[src/rtl/vTPU_pkg.sv]
// Shared constants and enumerations for the vTPU register-file write path.
package vTPU_pkg;

  localparam int NUM_REGS  = 8;
  localparam int REG_BYTES = 16;

  typedef enum logic [1:0] {
    WM_FULL  = 2'd0,
    WM_LOWER = 2'd1,
    WM_UPPER = 2'd2,
    WM_RSVD  = 2'd3
  } write_mode_e;

  typedef enum logic [1:0] {
    ST_IDLE    = 2'd0,
    ST_COLLECT = 2'd1,
    ST_COMMIT  = 2'd2,
    ST_DONE    = 2'd3
  } asm_state_e;

endpackage

[src/rtl/reg_row_write_assembler_packer.sv]
// Lane buffer for one register row: places each accepted byte at offset+count
// and derives the burst length and byte mask from the write mode.
module reg_byte_packer #(
  parameter int REG_BYTES = 16,
  parameter int DATA_W    = 8
) (
  input  logic                          clk,
  input  logic                          rst,
  input  logic                          clear,
  input  logic                          wr_en,
  input  logic [1:0]                    mode,
  input  logic [DATA_W-1:0]             data,
  output logic [$clog2(REG_BYTES):0]    count_next,
  output logic [$clog2(REG_BYTES):0]    burst_len,
  output logic [REG_BYTES-1:0]          lane_mask,
  output logic [REG_BYTES*DATA_W-1:0]   row_next
);
  import vTPU_pkg::*;

  localparam int CW   = $clog2(REG_BYTES) + 1;
  localparam int HALF = REG_BYTES / 2;
  localparam int RW   = REG_BYTES * DATA_W;

  write_mode_e    mode_s;
  logic [CW-1:0]  count_r;
  logic [CW-1:0]  offset_s;
  logic [CW-1:0]  lane_idx_s;
  logic [CW-1:0]  lane_end_s;
  logic [RW-1:0]  row_r;

  assign mode_s = write_mode_e'(mode);

  // Lane window (start offset and length) selected by the write mode.
  always_comb begin
    offset_s  = {CW{1'b0}};
    burst_len = CW'(REG_BYTES);
    case (mode_s)
      WM_FULL: begin
        offset_s  = {CW{1'b0}};
        burst_len = CW'(REG_BYTES);
      end
      WM_LOWER: begin
        offset_s  = {CW{1'b0}};
        burst_len = CW'(HALF);
      end
      WM_UPPER: begin
        offset_s  = CW'(HALF);
        burst_len = CW'(HALF);
      end
      default: begin
        offset_s  = {CW{1'b0}};
        burst_len = {CW{1'b0}};
      end
    endcase
  end

  assign lane_idx_s = offset_s + count_r;
  assign lane_end_s = offset_s + burst_len;
  assign count_next = wr_en ? (count_r + CW'(1)) : count_r;

  // Byte mask and next row image with the incoming byte merged in.
  always_comb begin
    lane_mask = {REG_BYTES{1'b0}};
    row_next  = row_r;
    for (int i = 0; i < REG_BYTES; i++) begin
      if ((CW'(i) >= offset_s) && (CW'(i) < lane_end_s)) begin
        lane_mask[i] = 1'b1;
      end else begin
        lane_mask[i] = 1'b0;
      end
      if (wr_en && (lane_idx_s == CW'(i))) begin
        row_next[i*DATA_W +: DATA_W] = data;
      end else begin
        row_next[i*DATA_W +: DATA_W] = row_r[i*DATA_W +: DATA_W];
      end
    end
  end

  // Buffer and write-index state; cleared once the row has been handed off.
  always_ff @(posedge clk) begin
    if (rst) begin
      count_r <= {CW{1'b0}};
      row_r   <= {RW{1'b0}};
    end else if (clear) begin
      count_r <= {CW{1'b0}};
      row_r   <= {RW{1'b0}};
    end else begin
      count_r <= count_next;
      row_r   <= row_next;
    end
  end

endmodule

[src/rtl/reg_row_write_assembler.sv]
// Packs the controller's byte-serial write stream into one register row and
// commits it to the register-file storage port with a byte mask.
module reg_row_write_assembler #(
  parameter int NUM_REGS  = 8,
  parameter int REG_BYTES = 16,
  parameter int DATA_W    = 8
) (
  input  logic                          clk,
  input  logic                          rst,
  input  logic                          write_req,
  input  logic [1:0]                    write_mode,
  input  logic [$clog2(NUM_REGS)-1:0]   write_address,
  input  logic [DATA_W-1:0]             write_data,
  output logic                          write_busy,
  output logic                          write_done,
  output logic                          protocol_err,
  output logic                          rf_we,
  output logic [$clog2(NUM_REGS)-1:0]   rf_waddr,
  output logic [REG_BYTES*DATA_W-1:0]   rf_wdata,
  output logic [REG_BYTES-1:0]          rf_wmask
);
  import vTPU_pkg::*;

  localparam int AW = $clog2(NUM_REGS);
  localparam int CW = $clog2(REG_BYTES) + 1;
  localparam int RW = REG_BYTES * DATA_W;

  asm_state_e           state_r;
  asm_state_e           state_s;
  write_mode_e          mode_r;
  write_mode_e          req_mode_s;
  write_mode_e          eff_mode_s;
  logic [AW-1:0]        addr_r;
  logic [AW-1:0]        eff_addr_s;
  logic                 accept_s;
  logic                 err_s;
  logic                 last_s;
  logic                 commit_s;
  logic                 clear_s;
  logic [CW-1:0]        count_next_s;
  logic [CW-1:0]        burst_len_s;
  logic [REG_BYTES-1:0] lane_mask_s;
  logic [RW-1:0]        row_next_s;
  logic [RW-1:0]        row_masked_s;

  logic                 write_done_r;
  logic                 protocol_err_r;
  logic                 rf_we_r;
  logic [AW-1:0]        rf_waddr_r;
  logic [RW-1:0]        rf_wdata_r;
  logic [REG_BYTES-1:0] rf_wmask_r;

  assign req_mode_s = write_mode_e'(write_mode);

  // Request decode: which mode/address apply this cycle, and is the byte taken.
  always_comb begin
    eff_mode_s = mode_r;
    eff_addr_s = addr_r;
    accept_s   = 1'b0;
    err_s      = 1'b0;
    case (state_r)
      ST_IDLE: begin
        eff_mode_s = req_mode_s;
        eff_addr_s = write_address;
        if (write_req && (req_mode_s != WM_RSVD)) begin
          accept_s = 1'b1;
          err_s    = 1'b0;
        end else if (write_req) begin
          accept_s = 1'b0;
          err_s    = 1'b1;
        end else begin
          accept_s = 1'b0;
          err_s    = 1'b0;
        end
      end
      ST_COLLECT: begin
        accept_s = write_req;
        // A mid-burst mode/address change is flagged but the byte still lands in the latched row.
        if (write_req && ((write_address != addr_r) || (req_mode_s != mode_r))) begin
          err_s = 1'b1;
        end else begin
          err_s = 1'b0;
        end
      end
      default: begin
        accept_s = 1'b0;
        err_s    = 1'b0;
      end
    endcase
  end

  reg_byte_packer #(
    .REG_BYTES (REG_BYTES),
    .DATA_W    (DATA_W)
  ) u_packer (
    .clk        (clk),
    .rst        (rst),
    .clear      (clear_s),
    .wr_en      (accept_s),
    .mode       (eff_mode_s),
    .data       (write_data),
    .count_next (count_next_s),
    .burst_len  (burst_len_s),
    .lane_mask  (lane_mask_s),
    .row_next   (row_next_s)
  );

  assign last_s  = accept_s && (count_next_s == burst_len_s);
  assign clear_s = (state_r == ST_DONE);

  // Next-state logic.
  always_comb begin
    state_s = state_r;
    case (state_r)
      ST_IDLE: begin
        if (accept_s) begin
          state_s = last_s ? ST_COMMIT : ST_COLLECT;
        end else begin
          state_s = ST_IDLE;
        end
      end
      ST_COLLECT: begin
        if (last_s) begin
          state_s = ST_COMMIT;
        end else begin
          state_s = ST_COLLECT;
        end
      end
      ST_COMMIT: state_s = ST_DONE;
      ST_DONE:   state_s = ST_IDLE;
      default:   state_s = ST_IDLE;
    endcase
  end

  assign commit_s = (state_s == ST_COMMIT);

  // Force lanes outside the write window to zero on the storage bus.
  always_comb begin
    row_masked_s = {RW{1'b0}};
    for (int i = 0; i < REG_BYTES; i++) begin
      if (lane_mask_s[i]) begin
        row_masked_s[i*DATA_W +: DATA_W] = row_next_s[i*DATA_W +: DATA_W];
      end else begin
        row_masked_s[i*DATA_W +: DATA_W] = {DATA_W{1'b0}};
      end
    end
  end

  // State, burst context and registered outputs.
  always_ff @(posedge clk) begin
    if (rst) begin
      state_r        <= ST_IDLE;
      mode_r         <= WM_FULL;
      addr_r         <= {AW{1'b0}};
      write_done_r   <= 1'b0;
      protocol_err_r <= 1'b0;
      rf_we_r        <= 1'b0;
      rf_waddr_r     <= {AW{1'b0}};
      rf_wdata_r     <= {RW{1'b0}};
      rf_wmask_r     <= {REG_BYTES{1'b0}};
    end else begin
      state_r <= state_s;
      if ((state_r == ST_IDLE) && accept_s) begin
        mode_r <= req_mode_s;
        addr_r <= write_address;
      end
      write_done_r   <= (state_s == ST_DONE);
      protocol_err_r <= err_s;
      rf_we_r        <= commit_s;
      rf_waddr_r     <= commit_s ? eff_addr_s   : {AW{1'b0}};
      rf_wdata_r     <= commit_s ? row_masked_s : {RW{1'b0}};
      rf_wmask_r     <= commit_s ? lane_mask_s  : {REG_BYTES{1'b0}};
    end
  end

  assign write_busy   = (state_r != ST_IDLE);
  assign write_done   = write_done_r;
  assign protocol_err = protocol_err_r;
  assign rf_we        = rf_we_r;
  assign rf_waddr     = rf_waddr_r;
  assign rf_wdata     = rf_wdata_r;
  assign rf_wmask     = rf_wmask_r;

endmodule

[config.mk]
export PLATFORM = sky130hd
export DESIGN_NAME = reg_row_write_assembler
export DESIGN_NICKNAME = d
export VERILOG_FILES = /design/src/rtl/vTPU_pkg.sv /design/src/rtl/reg_row_write_assembler_packer.sv /design/src/rtl/reg_row_write_assembler.sv
export SDC_FILE = /design/constraint.sdc
export NUM_CORES = 1
export LEC_CHECK = 0
export ABC_AREA = 1
export ABC_CLOCK_PERIOD_IN_PS = 8150
export CAP_MARGIN = 20
export CORE_MARGIN = 3
export CORE_UTILIZATION = 41
export CTS_CLUSTER_SIZE = 24
export DETAILED_ROUTE_END_ITERATION = 12
export DONT_BUFFER_PORTS = 1
export GPL_ROUTABILITY_DRIVEN = 0
export PLACE_DENSITY = 0.55
export SKIP_LAST_GASP = 1
export SYNTH_ARGS = -nofsm -noshare
export SYNTH_HDL_FRONTEND = slang
export SYNTH_SLANG_ARGS = --single-unit
[constraint.sdc]
create_clock -name clk -period 8.15 [get_ports clk]
set_input_delay 2.0375 -clock clk [delete_from_list [all_inputs] [get_ports clk]]
set_output_delay 2.0375 -clock clk [all_outputs]
set_load 0.005 [all_outputs]
After elaboration in Yosys (flattened, before gate mapping)

Index checks and enable logic that the tools add are counted.
Widths: inputs -> output; s select.

Output and inout bits: 151
Input bits: 16
Bits in registers: 290
Logic and storage cells: 210

Reductions and logical operators: 60
Muxes and demuxes: 46
Add/sub/neg operators: 3
Bitwise logic cells: 17
Eq/ne operators: 26
Order comparisons: 32

Operators with widths:

| kind                | count |
|---|---|
| $mux 8              | 16 |
| $reduce_or 3->1     | 16 |
| $eq 5x4->1 const B  | 8 |
| $lt 4x5->1 const A  | 8 |
| $logic_and 1x1->1   | 36 |
| $ge 4x4->1 const A  | 8 |
| $eq 5x3->1 const B  | 4 |
| $lt 3x5->1 const A  | 4 |
| $mux 1              | 20 |
| $not 1->1           | 17 |
| $ge 3x4->1 const A  | 4 |
| $add 4x5->5         | 2 |
| $eq 2x2->1 const B  | 5 |
| $eq 5x2->1 const B  | 2 |
| $lt 1x5->1 const A  | 2 |
| $lt 2x5->1 const A  | 2 |
| $pmux 5 s2          | 1 |
| $ge 1x4->1 const A  | 2 |
| $ge 2x4->1 const A  | 2 |
| $pmux 2 s4          | 1 |
| $mux 2              | 3 |
| $reduce_or 2->1     | 3 |
| $add 5x1->5 const B | 1 |
| $eq 5x1->1 const B  | 1 |
| 13 further kinds    | 16 |

Depth between registers and ports, before layout

Gate-level depths: netlist of run 1.

Word-level depth: 13
Mapped depth: 15
Depth with buffers taken out: 12

By module

Synthesis of run 1 repeated with hierarchy kept, for this count alone.

Cell total of the unflattened synthesis: 1531
Area total of the unflattened synthesis: 11352.1 um^2

By module, submodules not included:

| module                  | seq. area each (um^2) | cells an instance | instances | area an instance (um^2) |
|---|---|---|---|---|
| reg_byte_packer         | 2662.6                | 991               | 1         | 6631.4 |
| reg_row_write_assembler | 3143.0                | 540               | 1         | 4720.8 |

Worst setup path before layout of run 1

No wires, ideal clock.

Path type: in2reg
Start point: in write_mode[1]
End point: reg rf_wdata_r[0] (netlist: rf_wdata[0])
Setup time: 0.127 ns
Path slack: 4.100 ns
Cell stages on the path: 12
Data arrival time: 3.924 ns
Buffers on the path: 0
Required time: 8.023 ns
Cell sequence: inv_1 nand2_1 o21ai_0 inv_1 ha_1 ha_1 inv_1 nand2_1 nor2_1 nand3_1 mux2i_1 nor2_1

Elaborated cells on any way between the ends: 30
Those cells by class: 2 x add/sub; 2 x order compare; 5 x eq/ne; 11 x mux; 2 x bitwise; 8 x reduce/logical

RTL lines:

| element                                  | line                                 | RTL |
|---|---|---|
| from (decl)                              | reg_row_write_assembler.sv:11        | `input logic [1:0] write_mode,` |
| $mux 2 (*)                               | reg_row_write_assembler.sv:61        | `case (state_r)` |
| $eq 2x1->1 or $eq 2x2->1 (tied branches) | reg_row_write_assembler_packer.sv:37 | `case (mode_s)` |
| $reduce_or 2->1 (no line)                | -                                    |  |
| $pmux 5 s2                               | reg_row_write_assembler_packer.sv:37 |  |
| $add 4x5->5                              | reg_row_write_assembler_packer.sv:58 | `assign lane_end_s = offset_s + burst_len;` |
| $lt 1x5->1                               | reg_row_write_assembler_packer.sv:66 | `if ((CW'(i) >= offset_s) && (CW'(i) < lane_end_s)) begin` |
| $logic_and 1x1->1 (*)                    | reg_row_write_assembler_packer.sv:66 |  |
| $mux 1 (*)                               | reg_row_write_assembler_packer.sv:66 |  |
| via lane_mask_s[0]                       | reg_row_write_assembler.sv:42        | `logic [REG_BYTES-1:0] lane_mask_s;` |
| $not 1->1 (no line) (*)                  | -                                    |  |
| $reduce_or 3->1 (no line) (*)            | -                                    |  |
| to (signal assigned)                     | reg_row_write_assembler.sv:159       | `rf_wdata_r <= {RW{1'b0}};` |
| to (signal assigned)                     | reg_row_write_assembler.sv:171       | `rf_wdata_r <= commit_s ? row_masked_s : {RW{1'b0}};` |
| to (decl)                                | reg_row_write_assembler.sv:50        | `logic [RW-1:0] rf_wdata_r;` |

Mark *: on every way through the listed nets, which the timed path passes. The rest lies on a longest branch.
A chain may end at the register's enable or synchronous reset.

Final worst setup path of run 1

Start point: in write_mode[1]
End point: reg rf_wdata_r[2] (netlist: rf_wdata[2])

Same word-level chain as after synthesis.

==> results of run 1 <==
==> tightest hold or removal path, stage by stage, from the launching register on <==
cell and delay, ps:
dfxtp_1 340, inv_1 60, a21oi_1 50
==> metrics by stage <==
stage               util (%)  setup slack, ps  total power [mW]  hold WS, ps
floorplan                  -             4100              1.49          449
global placement        42.3             3690              1.50          473
detailed placement      42.3             3650              1.50          480
CTS                     46.9             4200              2.82          488
global route            46.9             3950              2.90          507
finish                  46.9             4180              2.79          488
==> registers in the layout, summed over array words and instances (netlist names) <==
name	cells
write_done	1
rf_wdata	128
rf_we	1
addr_r	3
protocol_err	1
u_packer.count_r	5
mode_r	2
rf_waddr	3
u_packer.row_r	128
state_r	2
rf_wmask	2
==> kinds of logic (layout without fill, tap and decap cells) <==
| family | after synthesis | count (layout) | synth area share [%] |
|---|---|---|---|
| adders and majority gates | 7 | 7 | 0.984 |
| and+or+nand+nor | 339 | 339 | 15.6 |
| buffers and inverters | 84 | 85 | 5.02 |
| xor gates and xnor gates | 2 | 2 | 0.197 |
| muxes | 128 | 128 | 14.4 |
| AOI/OAI and AO/OA | 29 | 29 | 1.74 |
| DFF | 276 | 276 | 62.1 |
==> layer usage <==
metal | routed length [um] | vias to the layer above | share of wire (%)
li1 | - | 2711 | -
met1 | 8830 | 2602 | 45
met2 | 8930 | 132 | 46
met3 | 1420 | 29 | 7.3
met4 | 306 | 0 | 1.6
met5 | 0 | - | 0
==> path summary, 6_finish.rpt <==
check	start	endpoint	slack, ps	cells past startpoint
hold reg to reg	mode_r[0]$_SDFFE_PP0P_	mode_r[0]$_SDFFE_PP0P_	490	2
setup / recovery	write_mode[1]	rf_wdata[2]$_SDFF_PP0_	4180	12
hold / removal	mode_r[0]$_SDFFE_PP0P_	mode_r[0]$_SDFFE_PP0P_	490	2
setup reg to reg	state_r[1]$_SDFF_PP0_	rf_wdata[2]$_SDFF_PP0_	4840	10
==> cell usage in the layout (no fill, tap or decap), types with 2 or more instances in the layout <==
master | netlist | layout
clkbuf_1 | 25 | 6
inv_2 | 6 | 6
ha_1 | 7 | 7
clkinv_1 | 2 | 2
a211oi_1 | 2 | 2
buf_4 | 20 | 4
inv_1 | 21 | 21
nor2_1 | 271 | 271
clkbuf_8 | 0 | 3
o22ai_1 | 2 | 2
clkbuf_16 | 0 | 29
nand2_2 | 2 | 2
clkinv_2 | 0 | 8
a21oi_1 | 12 | 12
clkinvlp_4 | 0 | 2
mux2i_1 | 128 | 128
o21ai_0 | 11 | 11
dfxtp_1 | 276 | 276
nand3_2 | 10 | 11
nand3_1 | 17 | 16
nand4_1 | 3 | 3
bufinv_16 | 0 | 4
nand2_1 | 34 | 34
==> cell type report <==
cell class                 instances  area share [%]
inverter                          29            1.10
clock inverter                    14            1.77
sequential                       276            55.7
timing repair buffer               4           0.303
multi-input combinational        505            29.7
tap                              275            3.47
clock buffer                      38            7.96
==> power groups by stage <==
stage / combinational [mW] / clock, mW / sequential, mW
after detailed placement: 0.101 / 0 / 1.40
after global routing: 0.115 / 1.41 / 1.37
after CTS: 0.102 / 1.35 / 1.37
after global placement: 0.101 / 0 / 1.40
final: 0.101 / 1.31 / 1.37
after floorplan: 0.0898 / 0 / 1.40
==> reports/qor.yml, run 1 <==
fin_area_mm2: 0.00991
regArea_mm2: 0.00553
die_area_mm2: 0.0235
wl_mm: 19.5
cp_max_fo: 8
core_mm2: 0.0212
synth_area_mm2: 0.00890
path_clk_slew_ps: 60
clock.fmax_ghz: 0.252
drtIter0Drc: 298
end_kind: "register"
ys_seq_elements: 276
switching_share_pct: 21.0
required_ps: 8540
cts_buffer_depth: 3
crit_path_start_kind: "primary input"
dr_total_vias: 5474
h-tree-depth: 1
hpwlAfterDp_mm: 11.8
root_buffer: "clkbuf_16"
worst_clock_skew_ps: 9.94
drive_gt1_share_pct: 8.31
yosys_most_used_dff: "dfxtp_1"
min_path_type: "register to register"
critPathArrivalTime_ps: 4360
numClockSinks: 276
cts-resized-gates: 0
cts_buffers: 28
clockPowerShare_pct: 47.1
ys_top_cells_by_area: "dfxtp_1, mux2i_1, nor2_1, buf_4, nand2_1"
track_usage_pct: 16.0
synth_async_sr_flop_share_pct: 0
synth.top_cells.by_count: "dfxtp_1, nor2_1, mux2i_1"
worst-setup-path-type: "primary input to register"
cts_tree: "done"
die_h_um: 153
num_antenna_cells: 0
setup_viol: 0
place_inst: 1089
grt_pass1_vias: 5223
drv_slew: 0
synth-edff-count: 0
area_growth_pct: 11.4
avgRoutedWirePerCell_um: 17.1
grt_antenna_before_repair: 0
power_density_mw_per_mm2: 281
power_frac_comb_pct: 3.6
power.switching_mw: 0.585
num_rows: 53
status: "complete, no violations"
tns_ps: 0
nets: 867
pwr-share-seq_pct: 49.2
start_util_pct: 42.1
yosysMostFrequentCell: "dfxtp_1"
clk_latency_ps: 530
multiInputGateArea_mm2: 0.00294
portBuffers: 0
synth_largest_area_cell: "dfxtp_1"
ir_drop_mv: 0.144
p_int_mw: 2.20
finalHoldViolCount: 0
drv_cap: 0
use_met1_pct: 21.5
cpMostUsedCell: "inv_1"
pin_count: 167
crit_family: "simple AND/OR/NAND/NOR gates"
layout.cells.non_filler: 1141
chipWidth_um: 153
gr-total-overflow: 0
met2_usage_pct: 25.5
yosysUniqueCellTypes: 26
postSynthAreaPerCell_um2: 10.3
period_share_pct: 48.7
grt_max_degree: 70
crit_chain: "inv_1 -> nand2_1 -> o21ai_0 -> inv_1 -> ha_1 -> ha_1 -> inv_1 -> nand2_1 -> nor2_1 -> nand3_1 -> mux2i_1 -> nor2_1"
top_usage_layer: "met2"
grt_util_met3_pct: 4.84
rsz0062_at_grt: "false"
ys_warn_count: 0
cts_hold_buffers: 0
seq_area_frac_synth_pct: 62.1
syn_nets: 888
tightest_slew_ps: 775
fill_cells: 2006
antenna_left: 0
post_dp_cell_area_mm2: 0.00895
crit_buf_inv: 3
syn_inst: 865
grt_pass1_wl_mm: 30.4
yosys.area.top_type_share_pct: 62.1
post-route-min-period_ps: 3970
dr.pass1.iters: 4
drcViolationCount: 0
max-slew-margin-rel_pct: 48.3
power.leakage_nw: 4.63
max_stage_delay_ps: 500
viasPerCell: 4.80
slowest_stage: "nand3_1"
post_cts_buffers: 0
Note: power is estimated with default switching activity, not from simulation.
==> run 2, diff against run 1 <==
--- a/config.mk
+++ b/config.mk
@@ -6,7 +6,7 @@
 export NUM_CORES = 1
 export LEC_CHECK = 0
 export ABC_AREA = 1
-export ABC_CLOCK_PERIOD_IN_PS = 8150
+export ABC_CLOCK_PERIOD_IN_PS = 3350
 export CAP_MARGIN = 20
 export CORE_MARGIN = 3
 export CORE_UTILIZATION = 41
@@ -14,7 +14,7 @@
 export DETAILED_ROUTE_END_ITERATION = 12
 export DONT_BUFFER_PORTS = 1
 export GPL_ROUTABILITY_DRIVEN = 0
-export PLACE_DENSITY = 0.55
+export PLACE_DENSITY = 0.57
 export SKIP_LAST_GASP = 1
 export SYNTH_ARGS = -nofsm -noshare
 export SYNTH_HDL_FRONTEND = slang
==> constraint.sdc (replaced) <==
create_clock -name clk -period 3.35 [get_ports clk]
set_input_delay 0.8375 -clock clk [delete_from_list [all_inputs] [get_ports clk]]
set_output_delay 0.8375 -clock clk [all_outputs]
set_load 0.005 [all_outputs]
==> reports/qor.yml, run 2 (same netlist as run 1, synthesis figures left out) <==
h-tree-depth: 1  # unchanged
clock.fmax_ghz: 0.344
drv_cap: 0  # unchanged
min_path_type: "primary input to register"
fill_cells: 2044  # +1.9%
viasPerCell: 4.82  # +0.49%
ir_drop_mv: 0.373  # +160%
crit_path_start_kind: "register"
track_usage_pct: 16.0  # about the same
p_int_mw: 5.36  # +140%
drv_slew: 0  # unchanged
worst_clock_skew_ps: 9.71  # -0.229 ps
post_dp_cell_area_mm2: 0.00905  # +1.1%
critPathArrivalTime_ps: 3310  # -1050 ps
pwr-share-seq_pct: 49.3  # about the same
top_usage_layer: "met2"
drive_gt1_share_pct: 8.72  # +0.40 points
worst-setup-path-type: "register to register"
cp_max_fo: 8  # unchanged
num_rows: 53  # unchanged
grt_pass1_vias: 5280  # +1.1%
grt_pass1_wl_mm: 30.3  # -0.36%
rsz0062_at_grt: "false"
die_area_mm2: 0.0235  # unchanged
power.switching_mw: 1.40  # +140%
cts_tree: "done"
cts_buffer_depth: 3  # unchanged
tns_ps: 0  # unchanged
max-slew-margin-rel_pct: 57.3  # +9.0 points
cts_buffers: 28  # unchanged
setup_viol: 0  # unchanged
die_h_um: 153  # unchanged
grt_max_degree: 135  # +93%
num_antenna_cells: 0  # unchanged
hpwlAfterDp_mm: 11.8  # -0.60%
dr_total_vias: 5530  # +1.0%
power.leakage_nw: 4.67  # +0.84%
layout_common_cells: "dfxtp_1, nor2_1, mux2i_1"
portBuffers: 0  # unchanged
power_density_mw_per_mm2: 677  # +140%
required_ps: 3750  # -4790 ps
dr.pass1.iters: 4  # unchanged
grt_antenna_before_repair: 0  # unchanged
finalHoldViolCount: 0  # unchanged
avgRoutedWirePerCell_um: 17.0  # -0.33%
drtIter0Drc: 359  # +20%
use_met1_pct: 21.2  # -0.27 points
drcViolationCount: 0  # unchanged
met2_usage_pct: 26.1  # +0.67 points
switching_share_pct: 20.7  # -0.25 points
tightest_slew_ps: 640  # -135 ps
end_kind: "register"
power_frac_comb_pct: 3.8  # +0.2 points
path_clk_slew_ps: 70  # about the same
status: "complete, no violations"
antenna_left: 0  # unchanged
wl_mm: 19.5  # +0.19%
chipWidth_um: 153  # unchanged
gr-total-overflow: 0  # unchanged
nets: 875  # +0.92%
post-route-min-period_ps: 2910
final_common_cell: "dfxtp_1"
core_mm2: 0.0212  # unchanged
period_share_pct: 86.8
clk_latency_ps: 530  # about the same
area_growth_pct: 12.4
numClockSinks: 276  # unchanged
clockPowerShare_pct: 46.9  # -0.2 points
pin_count: 167  # unchanged
start_util_pct: 42.1  # unchanged
fin_area_mm2: 0.0100  # +0.85%
root_buffer: "clkbuf_16"
grt_util_met3_pct: 4.19  # -0.65 points
cts_hold_buffers: 0  # unchanged
-- run 2: cell types whose count changed in the layout (fill, tap and decap cells not counted) --
cell	previous run	this run
clkbuf_1	6	9
clkinv_2	8	4
clkinvlp_4	2	1
buf_4	4	9
nor2_2	0	1
nor2_1	271	270
buf_12	0	3
-- run 2: layer usage --
| layer | wire [um] | vias up |
|---|---|---|
| li1 | - | 2724 |
| met1 | 8830 | 2651 |
| met2 | 9080 | 125 |
| met3 | 1260 | 30 |
| met4 | 353 | 0 |
| met5 | 0 | - |
-- run 2: cell type report --
| cell class | instances | area (um2) | share of cell area, % |
|---|---|---|---|
| clock buffer | 41 | 801 | 8.01 |
| clock inverter | 9 | 148 | 1.48 |
| inverter | 29 | 109 | 1.09 |
| multi-input combinational | 505 | 2940 | 29.4 |
| sequential | 276 | 5530 | 55.3 |
| tap | 275 | 344 | 3.44 |
| timing repair buffer | 12 | 128 | 1.28 |
-- run 2: through the flow --
step           instances  hold WS [ps]  utilization [%]  worst slack, ps  power [mW]
2_1_floorplan        865           449                -              500        3.62
3_3_place_gp        1097           470             42.8              170        3.67
3_5_place_dp        1097           471             42.8              185        3.67
4_1_cts             1147           342             47.3              303        6.86
5_1_grt             1147           349             47.3             74.9        7.02
6_report            1147           367             47.3              444        6.77
-- run 2: repair_timing --
| item | in CTS | in global routing |
|---|---|---|
| setup buffers | 0 | 0 |
| endpoints found under the setup margin | 0 | 6 |
| gates resized for setup | 0 | 1 |
-- run 2: critical path: stages, from the launching register on --
cell	delay, ps
dfxtp_1	350
nor2_1	310
buf_4	210
nand2_1	50
o21ai_0	180
ha_1	260
ha_1	250
inv_1	80
nand2_1	50
nor2_1	300
nand3_2	330
mux2i_1	320
nor2_1	80
-- run 2: power by group through the flow --
stage	clock, mW	combinational, mW	sequential [mW]
6_report	3.17	0.256	3.34
5_1_grt	3.39	0.292	3.34
4_1_cts	3.26	0.259	3.34
3_5_place_dp	0	0.259	3.41
3_3_place_gp	0	0.257	3.41
2_1_floorplan	0	0.219	3.41
-- run 2: path summary, 6_finish.rpt --
path	startpoint	to	slack (ps)	cells past startpoint
worst max-delay path	state_r[1]$_SDFF_PP0_	rf_wdata[12]$_SDFF_PP0_	440	12
worst min-delay path	rst	state_r[0]$_SDFF_PP0_	370	1
worst max register to register	state_r[1]$_SDFF_PP0_	rf_wdata[12]$_SDFF_PP0_	440	12
worst min register to register	mode_r[0]$_SDFFE_PP0P_	mode_r[0]$_SDFFE_PP0P_	480	2
==> edit 1: new RTL, flow settings as in run 1 <==
The output `protocol_err` loses its register stage (`protocol_err_r` becomes a continuous assignment).
--- a/src/rtl/reg_row_write_assembler.sv
+++ b/src/rtl/reg_row_write_assembler.sv
@@ -153,7 +153,6 @@
       mode_r         <= WM_FULL;
       addr_r         <= {AW{1'b0}};
       write_done_r   <= 1'b0;
-      protocol_err_r <= 1'b0;
       rf_we_r        <= 1'b0;
       rf_waddr_r     <= {AW{1'b0}};
       rf_wdata_r     <= {RW{1'b0}};
@@ -165,13 +164,14 @@
         addr_r <= write_address;
       end
       write_done_r   <= (state_s == ST_DONE);
-      protocol_err_r <= err_s;
       rf_we_r        <= commit_s;
       rf_waddr_r     <= commit_s ? eff_addr_s   : {AW{1'b0}};
       rf_wdata_r     <= commit_s ? row_masked_s : {RW{1'b0}};
       rf_wmask_r     <= commit_s ? lane_mask_s  : {REG_BYTES{1'b0}};
     end
   end
+
+  assign protocol_err_r = err_s;
 
   assign write_busy   = (state_r != ST_IDLE);
   assign write_done   = write_done_r;
Formal check against the unedited RTL: not equivalent (a bounded check fails within 4 cycles, from zero or initial values and one cycle with rst high).
==> edit 1 against run 1 <==
  * Cell area increased by 1.4%
  * Setup slack got worse by 0.87 ns
  * Global-route usage decreased by 0.58 points
  * Area after synthesis increased by 2.0%
  * Synthesized cell count unchanged
  * Clock skew increased by 0.0013 ns
  * Core utilization increased by 0.20 points
  * Via count decreased by 0.75%
  * Die area increased by 1.9%
  * Wire length decreased by 2.1%
  * Sequential cell count decreased by 1
  * Critical path depth decreased by 5
Power is not compared: it rests on default switching activity, and its combinational part moved more than twofold at a synthesized area within 25%.
==> edit 1: results (changes against run 1) <==
* CP max stage delay at 0.22 ns (-0.28 ns)
* XOR/XNOR Fraction of Synth Area at 0.193% (-0.0038 points)
* Met3 wire len at 1.03 mm (-27%)
* DRT Wirelength at 19.1 mm (-2.1%)
* Critical Path AT at 2.80 ns (-1.56 ns)
* Post-synthesis mux area share at 14.1% (-0.28 points)
* Largest fanout on the critical path at 4 (-4)
* Slowest cell on crit path: a221oi_1
* Synthesized area per cell at 10.5 µm² (+2.0%)
* Initial DRT Pass Iterations at 5 (+1)
* Clock skew at 0.0112 ns (+0.00131 ns)
* Compound-Gate Fraction of Synth Area at 1.71% (-0.034 points)
* # fillers at 2017 (+0.55%)
* Num CTS Buffers at 27 (-3.6%)
* Outcome: finished, final reports clean
* Diodes inserted at 0 (unchanged)
* DR iter-0 viols at 332 (+11%)
* DP Area at 9090 µm² (+1.6%)
* Vias in the first global route at 5422 (+3.8%)
* Final nets at 862 (-0.58%)
* Synth area leaders: dfxtp_1, mux2i_1, nor2_1
* M2 GR Usage at 25.5% (+0.048 points)
* First-pass GRT wire length at 29.6 mm (-2.5%)
* Hpwl dp at 12.0 mm (+1.1%)
* Met3 usage at 3.41% (-1.4 points)
* Most frequent cells after synthesis: dfxtp_1, nor2_1, mux2i_1, nor2_2, nand2_1
* Layout cells sized above 1 at 17.4% (+9.1 points)
* Worst Max-Slew Pin Slew at 1.05 ns (+0.270 ns)
* Register area share after synthesis at 60.7% (-1.4 points)
* Tot GR Track Use at 15.4% (-0.58 points)
-- edit 1: final timing paths --
path,start,endpoint,slack (ns),cells past startpoint
worst max-delay path,write_address[0],protocol_err,3.31,7
worst min-delay path,u_packer.row_r[114],u_packer.row_r[114],0.49,2
worst max register to register,state_r[0],u_packer.row_r[75],4.70,9
worst min register to register,u_packer.row_r[114],u_packer.row_r[114],0.49,2
-- edit 1: critical path, delay by kind of cell --
kind | cells | cell delay, ns
buffers and inverters | 2 | 0.14
AND/OR/NAND/NOR | 2 | 0.18
AO/OA/AOI/OAI | 3 | 0.44
-- edit 1: cell type report --
class                      instances  area [µm²]  share of cell area (%)
sequential                       275        5510                    54.8
tap                              275         344                    3.42
clock inverter                    19         246                    2.45
clock buffer                      31         711                    7.07
multi-input combinational        505        3130                    31.1
timing repair buffer               1        7.51                  0.0747
inverter                          29         109                    1.08
==> edit 2: new RTL, config.mk and constraints of run 1 <==
Made on the original files. `NUM_REGS` is set to 8 in 2 places; all go to 4.
--- a/src/rtl/vTPU_pkg.sv
+++ b/src/rtl/vTPU_pkg.sv
@@ -1,7 +1,7 @@
 // Shared constants and enumerations for the vTPU register-file write path.
 package vTPU_pkg;
 
-  localparam int NUM_REGS  = 8;
+  localparam int NUM_REGS  = 4;
   localparam int REG_BYTES = 16;
 
   typedef enum logic [1:0] {
--- a/src/rtl/reg_row_write_assembler.sv
+++ b/src/rtl/reg_row_write_assembler.sv
@@ -1,7 +1,7 @@
 // Packs the controller's byte-serial write stream into one register row and
 // commits it to the register-file storage port with a byte mask.
 module reg_row_write_assembler #(
-  parameter int NUM_REGS  = 8,
+  parameter int NUM_REGS  = 4,
   parameter int REG_BYTES = 16,
   parameter int DATA_W    = 8
 ) (
Interface: changed (resized rf_waddr and write_address); port bits go from 167 to 165. The function was not compared with the original's and may differ.
==> edit 2 against run 1 <==
  * Largest cell class unchanged
  * Critical path depth down 1
  * Wire length up 0.95%
  * Highest routed layer unchanged
  * Die area up 0.80%
  * Setup slack worse by 0.057 ns
  * Sequential cell count down 2
  * Critical endpoint is now rf_wdata[71]
  * Power down 3.1%
  * Area after synthesis up 0.83%
  * Cell area up 0.77%
==> edit 2: results (changes against run 1) <==
* Outcome: finished, final reports clean
* Register area share after synthesis at 61.1% (-0.96 points)
* Worst-skew pair later-pin latency at 0.54 ns
* Net Count, Synth at 870 (-2.0%)
* # fillers at 1964 (-2.1%)
* Layout cells sized above 1 at 15.5% (+7.2 points)
* WL met1 at 8.40 mm (-4.8%)
* Met1 Use GR at 19.3% (-2.1 points)
* VDD IR max at 0.141 mV (-1.9%)
* Met3 usage at 5.40% (+0.56 points)
* Crit. Startpoint: write_mode[1]
* M2 GR Usage at 27.3% (+1.8 points)
* Synth cell types at 27 (+3.8%)
* First-pass GRT wire length at 30.4 mm (about the same)
* Wire length per cell at 17.5 µm (+2.4%)
* Hpwl dp at 12.6 mm (+6.3%)
* DR iter-0 viols at 279 (-6.4%)
* Leakage power at 4.59 nW (-0.86%)
* Largest fanout on the critical path at 37 (+29)
* DP Area at 9010 µm² (+0.67%)
* Critical Path AT at 4.48 ns (+0.12 ns)
* Final nets at 850 (-2.0%)
* Clock skew at 0.0211 ns (+0.0112 ns)
* Via density per instance at 4.78 (-0.26%)
* PostCTS Resize Cnt at 0 (unchanged)
* Tot GR Track Use at 16.0% (about the same)
* Largest net degree at the start of global routing at 106 (+51%)
* Max-slew headroom at 46.6% (-1.7 points)
* Routed met2 length at 9.46 mm (+5.9%)
* HP Start: u_packer.row_r[111]
* Met3 wire len at 1.41 mm (-0.35%)
* Vias in the first global route at 5391 (+3.2%)
* Synth area leaders: dfxtp_1, mux2i_1, nor2_1
* Hold depth at 2 (unchanged)
## edit 2: final timing paths
| path | end | slack [ns] |
|---|---|---|
| hold reg to reg | u_packer.row_r[111] | 0.49 |
| setup / recovery | rf_wdata[71] | 4.12 |
| hold / removal | u_packer.row_r[111] | 0.49 |
| setup reg to reg | rf_wdata[71] | 4.72 |
## edit 2: where the power goes
part	leakage, nW	switching (mW)	internal (mW)
clock	0.465	0.504	0.732
combinational	1.92	0.0677	0.0347
sequential	2.21	0.00753	1.35
## edit 2: critical path: stages
cell	delay, ns
or2_1	0.20
o21ai_0	0.22
inv_1	0.10
ha_1	0.32
inv_1	0.05
nand3_1	0.07
nand3_1	0.14
nor2_4	0.18
nand3_2	0.49
buf_4	0.50
nor2_1	0.16
## edit 2: cell type report
cell class,count,area share (%)
clock buffer,44,8.72
clock inverter,8,0.551
inverter,23,0.864
multi-input combinational,497,30.8
sequential,274,54.9
tap,275,3.44
timing repair buffer,4,0.701
## edit 2: cells by family after synthesis
group | count (synthesis) | synth area share [%]
multiplexers | 128 | 14.3
adder cells (fa/ha/maj) | 7 | 0.976
AND/OR/NAND/NOR | 337 | 17.1
flip-flops | 274 | 61.1
XOR/XNOR | 5 | 0.488
AO/OA/AOI/OAI | 20 | 1.20
buffers and inverters | 77 | 4.85
## edit 2: metrics by stage
stage,worst slack (ns),util [%],std cells,hold slack (ns)
6_report,4.12,46.9,1125,0.491
5_1_grt,3.86,46.9,1125,0.521
4_1_cts,4.08,46.7,1123,0.495
3_5_place_dp,3.51,42.3,1071,0.481
3_3_place_gp,3.54,42.3,1071,0.471
2_1_floorplan,4.01,-,848,0.461
